File: src/rtl/sub_seq_ctl_if.sv
// Start/busy/done handshake and operand/result bundle for sub_seq_ctl.
// The zero flag exists only when SUB_SEQ_ZERO_FLAG_EN is defined.
interface sub_seq_ctl_if #(
    parameter int WIDTH = 32
);
    logic             start;
    logic             op;
    logic [WIDTH-1:0] a;
    logic [WIDTH-1:0] b;
    logic             busy;
    logic             done;
    logic [WIDTH-1:0] f;
    logic             cout;
    logic             overflow;
`ifdef SUB_SEQ_ZERO_FLAG_EN
    logic             zero;

    modport master (
        output start, op, a, b,
        input  busy, done, f, cout, overflow, zero
    );
    modport slave (
        input  start, op, a, b,
        output busy, done, f, cout, overflow, zero
    );
`else
    modport master (
        output start, op, a, b,
        input  busy, done, f, cout, overflow
    );
    modport slave (
        input  start, op, a, b,
        output busy, done, f, cout, overflow
    );
`endif
endinterface

File: src/rtl/sub_seq_ctl.sv
// Nibble-serial add/subtract sequencer; one 4-bit fulladder slice per clock, optional zero flag via SUB_SEQ_ZERO_FLAG_EN.
// Latency N+1 cycles (N=WIDTH/4) from accepted start to done; start is ignored, not queued, while busy.
// Operands are latched on accept, so input changes during RUN have no effect.

module fulladder (
    input  logic x,
    input  logic y,
    input  logic cin,
    output logic s,
    output logic co
);
    assign s  = x ^ y ^ cin;
    assign co = (x & y) | (cin & (x ^ y));
endmodule

module sub_seq_ctl #(
    parameter int WIDTH = 32
) (
    input  logic         clk,
    input  logic         reset,
    sub_seq_ctl_if.slave bus
);
    localparam int N  = WIDTH / 4;
    localparam int CW = $clog2(N);
    localparam logic [CW-1:0] LAST = CW'(N - 1);

    typedef enum logic [1:0] {
        IDLE = 2'd0,
        RUN  = 2'd1,
        DONE = 2'd2
    } state_t;

    state_t           state;
    logic [CW-1:0]    cnt;
    logic [WIDTH-1:0] a_q;
    logic [WIDTH-1:0] b_q;
    logic [WIDTH-1:0] f_q;
    logic             carry;
    logic             busy_q;
    logic             done_q;
    logic             cout_q;
    logic             ovf_q;
    logic [3:0]       slice_sum;
    logic [4:0]       c;

    // Operand registers shift right one nibble per slice, so the adder always sees bits [3:0].
    assign c[0] = carry;
    for (genvar i = 0; i < 4; i++) begin : g_fa
        fulladder u_fa (
            .x   (a_q[i]),
            .y   (b_q[i]),
            .cin (c[i]),
            .s   (slice_sum[i]),
            .co  (c[i+1])
        );
    end

    assign bus.busy     = busy_q;
    assign bus.done     = done_q;
    assign bus.f        = f_q;
    assign bus.cout     = cout_q;
    assign bus.overflow = ovf_q;

`ifdef SUB_SEQ_ZERO_FLAG_EN
    logic zero_q;
    assign bus.zero = zero_q;
`endif

    always_ff @(posedge clk) begin
        if (reset) begin
            state  <= IDLE;
            cnt    <= '0;
            a_q    <= '0;
            b_q    <= '0;
            f_q    <= '0;
            carry  <= 1'b0;
            busy_q <= 1'b0;
            done_q <= 1'b0;
            cout_q <= 1'b0;
            ovf_q  <= 1'b0;
`ifdef SUB_SEQ_ZERO_FLAG_EN
            zero_q <= 1'b0;
`endif
        end else begin
            case (state)
                IDLE, DONE: begin
                    done_q <= 1'b0;
                    if (bus.start) begin
                        // Subtract is a + ~b + 1: invert b here and seed the carry with op.
                        a_q    <= bus.a;
                        b_q    <= bus.op ? ~bus.b : bus.b;
                        carry  <= bus.op;
                        cnt    <= '0;
                        busy_q <= 1'b1;
                        state  <= RUN;
                    end else begin
                        busy_q <= 1'b0;
                        state  <= IDLE;
                    end
                end
                RUN: begin
                    f_q[{cnt, 2'b00} +: 4] <= slice_sum;
                    carry <= c[4];
                    a_q   <= a_q >> 4;
                    b_q   <= b_q >> 4;
                    if (cnt == LAST) begin
                        cnt    <= '0;
                        cout_q <= c[4];
                        ovf_q  <= c[3] ^ c[4];
`ifdef SUB_SEQ_ZERO_FLAG_EN
                        // Lower nibbles already hold this operation's result by now.
                        zero_q <= ~|{slice_sum, f_q[WIDTH-5:0]};
`endif
                        busy_q <= 1'b0;
                        done_q <= 1'b1;
                        state  <= DONE;
                    end else begin
                        cnt <= cnt + CW'(1);
                    end
                end
                default: begin
                    busy_q <= 1'b0;
                    done_q <= 1'b0;
                    state  <= IDLE;
                end
            endcase
        end
    end
endmodule

File: src/flat_wrapper.sv
// flat-port wrapper written by rule: the top's interface ports become plain ports
module sub_seq_ctl_flat 
#(
    parameter int WIDTH = 32
)
  (clk, reset, bus_start, bus_op, bus_a, bus_b, bus_busy, bus_done, bus_f, bus_cout, bus_overflow);
  sub_seq_ctl_if #(.WIDTH(WIDTH)) bus_i ();
  input  logic clk;
  input  logic reset;
  input wire logic [$bits(bus_i.start)-1:0] bus_start;
  input wire logic [$bits(bus_i.op)-1:0] bus_op;
  input wire logic [$bits(bus_i.a)-1:0] bus_a;
  input wire logic [$bits(bus_i.b)-1:0] bus_b;
  output wire logic [$bits(bus_i.busy)-1:0] bus_busy;
  output wire logic [$bits(bus_i.done)-1:0] bus_done;
  output wire logic [$bits(bus_i.f)-1:0] bus_f;
  output wire logic [$bits(bus_i.cout)-1:0] bus_cout;
  output wire logic [$bits(bus_i.overflow)-1:0] bus_overflow;
  assign bus_i.start = bus_start;
  assign bus_i.op = bus_op;
  assign bus_i.a = bus_a;
  assign bus_i.b = bus_b;
  assign bus_busy = bus_i.busy;
  assign bus_done = bus_i.done;
  assign bus_f = bus_i.f;
  assign bus_cout = bus_i.cout;
  assign bus_overflow = bus_i.overflow;
  sub_seq_ctl #(.WIDTH(WIDTH)) u_core (.clk(clk), .reset(reset), .bus(bus_i));
endmodule
File: config.mk
export PLATFORM = sky130hd
export DESIGN_NAME = sub_seq_ctl_flat
export DESIGN_NICKNAME = d
export VERILOG_FILES = /design/src/rtl/sub_seq_ctl_if.sv /design/src/rtl/sub_seq_ctl.sv /design/src/flat_wrapper.sv
export SDC_FILE = /design/constraint.sdc
export NUM_CORES = 1
export LEC_CHECK = 0
export ABC_AREA = 1
export CORE_MARGIN = 2
export CORE_UTILIZATION = 45
export DETAILED_ROUTE_END_ITERATION = 16
export PLACE_DENSITY = 0.72
export SETUP_SLACK_MARGIN = 0.1
export SLEW_MARGIN = 10
export SYNTH_ARGS = -nofsm -noshare
export SYNTH_HDL_FRONTEND = slang
export SYNTH_HIERARCHICAL = 1
export SYNTH_SLANG_ARGS = --single-unit
File: constraint.sdc
create_clock -name clk -period 4.95 [get_ports clk]
set_input_delay 0.99 -clock clk [delete_from_list [all_inputs] [get_ports clk]]
set_output_delay 0.99 -clock clk [all_outputs]
set_load 0.005 [all_outputs]
### After elaboration in Yosys (flattened, before gate mapping)

Cells that the tools add are included.

* output and inout port bits: 36
* register bits: 106
* input port bits: 68
* logic and storage cells: 65

* mux-type cells: 17
* equal/unequal tests: 5
* shifts and indexed selects: 2
* reduce and logical (&&, ||, !) cells: 6
* add/sub/neg operators: 2
* bitwise gates (word level): 23

Operators with widths (count)
* 32-bit one-hot mux with 2 select lines: 2
* 32-bit 2-to-1 mux: 3
* 32-bit bitwise mux: 1
* 32-bit NOT: 1
* 4-bit by 7-bit variable shift with 32-bit output, first input constant: 1
* 4-bit by 7-bit indexed part select with 32-bit output: 1
* 1-bit XOR: 9
* 1-bit bitwise AND: 8
* 5-bit negation with 7-bit output: 1
* 3-bit 2-to-1 mux: 2
* 3-bit one-hot mux with 2 select lines: 1
* 1-bit 2-to-1 mux: 4
* 1-bit bitwise OR: 4
* 1-bit one-hot mux with 2 select lines: 2
* 2-bit one-hot mux with 2 select lines: 1
* 2-bit AND reduction: 2
* 2-bit OR reduction: 2
* 3-bit by 1-bit adder with 3-bit output, second input constant: 1
* 3-bit == test, second input constant: 1
* 2-bit by 1-bit == test with 1-bit output, second input constant: 1
* 2-bit == test, second input constant: 1
* 2-bit logical NOT: 1
* 2-bit 2-to-1 mux: 1
* 2-bit by 1-bit != test with 1-bit output, second input constant: 1
* other kinds (3): 3

### Logic depth before layout (Yosys ltp)

* depth in word-level cells: 10
* mapped depth: 10
* gate-level depth less buffers: 9

### By module

Netlist, hierarchy kept.

Modules (own cells, without submodules)
* sub_seq_ctl: area an instance 4832.1 um2, cells an instance 724, seq. area each 2102.0 um2, instances 1
* fulladder: area an instance 20.0 um2, cells an instance 1, seq. area each 0.0 um2, instances 4

### Worst setup path before layout

Ideal clock, no wire load.

* kind: flip-flop to flip-flop
* start point: reg u_core.b_q[0]
* end point: reg u_core.f_q[23], in the netlist u_core/bus.f[23]
* setup time: 64 ps
* data arrival time: 2425 ps
* setup slack: 2460 ps
* path buffers: 0
* cell stages (with the launch flop): 9
* required time: 4886 ps
* cells stage by stage: dfxtp_1 > fa_1 > fa_1 > fa_1 > fa_1 > nand3_1 > nor2_1 > o21ai_0 > nor2_1

* cells in the longest elaborated chain, start to end: 10
* elaborated cells on any way between the ends: 14

RTL lines
* start, declared: line sub_seq_ctl.sv:36 `logic [WIDTH-1:0] b_q;`
* start signal, assigned: line sub_seq_ctl.sv:91 `b_q <= bus.op ? ~bus.b : bus.b;`
* start signal, assigned: line sub_seq_ctl.sv:105 `b_q <= b_q >> 4;`
* 1-bit XOR: line sub_seq_ctl.sv:13 `assign co = (x & y) | (cin & (x ^ y));`
* 1-bit bitwise AND: line sub_seq_ctl.sv:13
* 1-bit bitwise OR *: line sub_seq_ctl.sv:13
* net u_core.c[1]: line sub_seq_ctl.sv:44 `logic [4:0] c;`
* 1-bit bitwise AND *: line sub_seq_ctl.sv:13
* 1-bit bitwise OR *: line sub_seq_ctl.sv:13
* net u_core.c[2]: line sub_seq_ctl.sv:44
* 1-bit bitwise AND *: line sub_seq_ctl.sv:13
* 1-bit bitwise OR *: line sub_seq_ctl.sv:13
* net u_core.c[3]: line sub_seq_ctl.sv:44
* 1-bit XOR *: line sub_seq_ctl.sv:12 `assign s = x ^ y ^ cin;`
* net u_core.slice_sum[3]: line sub_seq_ctl.sv:43 `logic [3:0] slice_sum;`
* 4-bit by 7-bit indexed part select with 32-bit output *: line sub_seq_ctl.sv:102 `f_q[{cnt, 2'b00} +: 4] <= slice_sum;`
* 32-bit bitwise mux *: line sub_seq_ctl.sv:102
* end signal, assigned by index: line sub_seq_ctl.sv:102
* end, declared: line sub_seq_ctl.sv:37 `logic [WIDTH-1:0] f_q;`

Mark *: on every way through the listed nets, which the timed path passes. The rest lies on a longest branch.
A chain may end at the register's enable or synchronous reset.

### Worst setup path in the final report

* start point: reg u_core.b_q[0]
* end point: reg u_core.f_q[31], in the netlist u_core/bus.f[31]

The elaborated chain is that of the path after synthesis.

==> key figures <==
Synthesis
  • Seq/Total Area, Yosys: between 40% and 50%
  • Syn Std Cell Area: roughly 0.005 mm^2
  • Register bit total from synthesis: between 100 and 150
  • YS warnings: 6
  • Syn_area_per_cell: ~6.7 um^2
  • Yosys cell types: 24
  • Syn nets: 807
  • Area share of the largest cell type after synthesis: a little over two fifths
  • Most area-consuming cells after synthesis: dfxtp_1 (43%), nand2_1 (21%), nor2_1 (6.9%)
  • Syn Inst Count: 728
  • Cell taking the most area after synthesis: dfxtp_1

Critical path
  • Arrival @ worst endpoint: between 3 and 4 ns
  • Kind of critical path: reg -> reg
  • Critical Path RT: roughly 5.3 ns
  • CP Launch Type: register
  • Largest fanout on the critical path: 3
  • Crit end category: register

Clock network
  • Clock sink count: roughly 110
  • Worst-path clk slew: around 0.090 ns
  • CTS max path bufs: 2
  • CTS Hold Bufs: 0
  • Post-CTS setup buffers: 0
  • H-tree depth: 3
  • CTS tree: done
  • Clock latency on the worst-skew pair: roughly 0.37 ns
  • Clock buffer count from CTS: 9
  • Post_cts resized: 0
  • Clock root buffer: clkbuf_8

Floorplan
  • Die Y: ~110 um
  • Die area: 0.0118 mm^2
  • Core area: around 0.011 mm^2
  • Number of placement rows: 38
  • Die W: about 110 um
  • Initial core utilization: around 46%
  • Io pins: around 100

Drt
  • Met3 Wirelength: roughly 640 um
  • DR iter-0 viols: between 200 and 250
  • Wl on met1: around 5200 um
  • Wire length per cell: 12.0 um
  • Max layer used: met4
  • WL met2: roughly 5400 um
  • Vias per Instance: 4.90
  • Drt total wl: between 10,000 and 15,000 um
  • DRC violations left: 0
  • Routed vias: about 4,700
  • 1st-pass router iterations: 5
  • Post-DRT Antenna Nets: 0

GRT
  • Vias in the first global route: 4,208
  • Largest net degree at the start of global routing: between 60 and 70
  • Global-route wire length before repair: roughly 19,000 um
  • Total track usage: about a fifth
  • Antenna violations before repair: 0
  • Gr ovfl total: 0

Timing
  • PnR worst setup slack: 2.19 ns
  • Max Freq: ~360 MHz
  • Skew final: about 0.013 ns
  • RSZ-0062 raised after global routing: no
  • Slew HR: 25.0%
  • Setup tns final: 0 ns
  • Final Slew Violations: 0
  • Least-Margin Pin Slew: 1.12 ns
  • Endpoints failing setup: 0
  • Minimum clock period: roughly 2.8 ns
  • Final Hold Violating Endpoints: 0
  • Period utilization: between 50% and 60%

Place
  • I/O Buffers: 103
  • Final HPWL DP: 7910 um
  • Worst slack, placed: approximately 1.8 ns
  • Placed cells: 936
  • Final Wtd Congestion: approximately 0.86

Final layout
  • Nets: between 800 and 900
  • Share of layout cells above drive strength 1: ~3.2%
  • Fillers: ~1,100
  • Final core area utilization: a little under three fifths
  • Inserted Diodes: 0
  • Post-Layout Cell Count: 950
  • Layout area overhead: 24.5%

Power and ir drop
  • Peak VDD IR: about 140 uV
  • Combinational power share: 17.6%
  • Leak pwr: between 0.002 and 0.003 uW
  • Clock network power share: about 27%
  • Power per cell area: about 270 mW/mm^2
  • Switching Fraction: 28.3%
  • Sequential share of power: ~55%
  • Total power: 1660 uW
  • Internal power: between 1000 and 1500 uW
  • Sw Pwr: 470 uW

Run status
  • Outcome: finished, final reports clean

Run
  • Max Cap Violations: 0

Hold path
  • Worst hold path class: reg -> reg
registers in the layout, summed over array words and instances (netlist names):
| name | flops |
|---|---|
| u_core/a_q | 32 |
| u_core/b_q | 32 |
| u_core/bus.cout | 1 |
| u_core/bus.done | 1 |
| u_core/bus.f | 32 |
| u_core/bus.overflow | 1 |
| u_core/carry | 1 |
| u_core/cnt | 3 |
| u_core/state | 2 |
cell usage after synthesis (all sizes together):
library cell,number
or2,1
dfxtp,105
xor2,18
fa,4
buf,20
a31oi,30
ha,7
nor2,91
clkinv,1
xnor2,1
nand2,276
a21oi,33
and2,1
o21ai,22
nor3,1
nand4,1
inv,60
nand3,38
clkbuf,18
critical path, cell delays in order, from the launching register on:
cell	delay (ns)
dfxtp_1	0.34
fa_1	0.44
fa_1	0.39
fa_1	0.42
fa_1	0.58
nand3_1	0.13
nor2_1	0.17
o21ai_0	0.11
nor2_1	0.11
power by group through the flow:
| stage | clock network, uW | registers, uW | logic, uW |
|---|---|---|---|
| 2_1_floorplan | 0 | 931 | 191 |
| 3_3_place_gp | 0 | 936 | 286 |
| 3_5_place_dp | 0 | 937 | 294 |
| 4_1_cts | 465 | 918 | 294 |
| 5_1_grt | 498 | 924 | 331 |
| 6_report | 451 | 918 | 293 |
per-layer routing:
layer | vias up | global-route usage [%]
met1 | 2090 | 25.0
met3 | 16 | 4.04
met5 | - | 0
li1 | 2416 | -
met4 | 0 | 6.78
met2 | 133 | 33.8
per-stage QoR:
| stage | instance area [um^2] | hold WS (ns) |
|---|---|---|
| global route | 6110 | 0.480 |
| global placement | 5960 | 0.452 |
| floorplan | 4910 | 0.439 |
| finish | 6110 | 0.467 |
| CTS | 6110 | 0.468 |
| detailed placement | 5960 | 0.456 |
area by class of cell:
| class | count | area, um^2 | area share (%) |
|---|---|---|---|
| Clock buffer | 11 | 131 | 2.15 |
| Clock inverter | 3 | 20.0 | 0.327 |
| Inverter | 61 | 229 | 3.74 |
| Multi-Input combinational cell | 524 | 2410 | 39.4 |
| Sequential cell | 105 | 2100 | 34.4 |
| Tap cell | 140 | 175 | 2.86 |
| Timing Repair Buffer | 106 | 1050 | 17.1 |
cells in the final DEF (no fill, tap or decap), drive strengths merged, types with 18 or more instances in the layout:
cell	synthesis	routed
a31oi	30	30
o21ai	22	22
clkdlybuf4s50	0	102
a21oi	33	33
nand3	38	38
inv	60	60
dfxtp	105	105
xor2	18	18
nor2	91	91
nand2	276	276
final timing paths:
| path | startpoint | end | slack (ns) | depth (start not counted) |
|---|---|---|---|---|
| worst max-delay path | u_core/b_q[0] | u_core/bus.f[31] | 2.19 | 8 |
| worst min-delay path | u_core/a_q[28] | u_core/a_q[28] | 0.47 | 2 |
| worst min register to register | u_core/a_q[28] | u_core/a_q[28] | 0.47 | 2 |
| worst max register to register | u_core/b_q[0] | u_core/bus.f[31] | 2.19 | 8 |
logic make-up (layout without fill, tap and decap cells):
family	count (synthesis)	in the layout	share of synthesized area, %
flip-flops	105	105	42.8
adder cells (fa/ha/maj)	11	11	3.41
buffers and inverters	99	181	8.28
AO/OA/AOI/OAI	85	85	9.42
XOR/XNOR	19	19	3.39
AND/OR/NAND/NOR	409	409	32.7
Note: power is estimated with default switching activity, not from simulation.
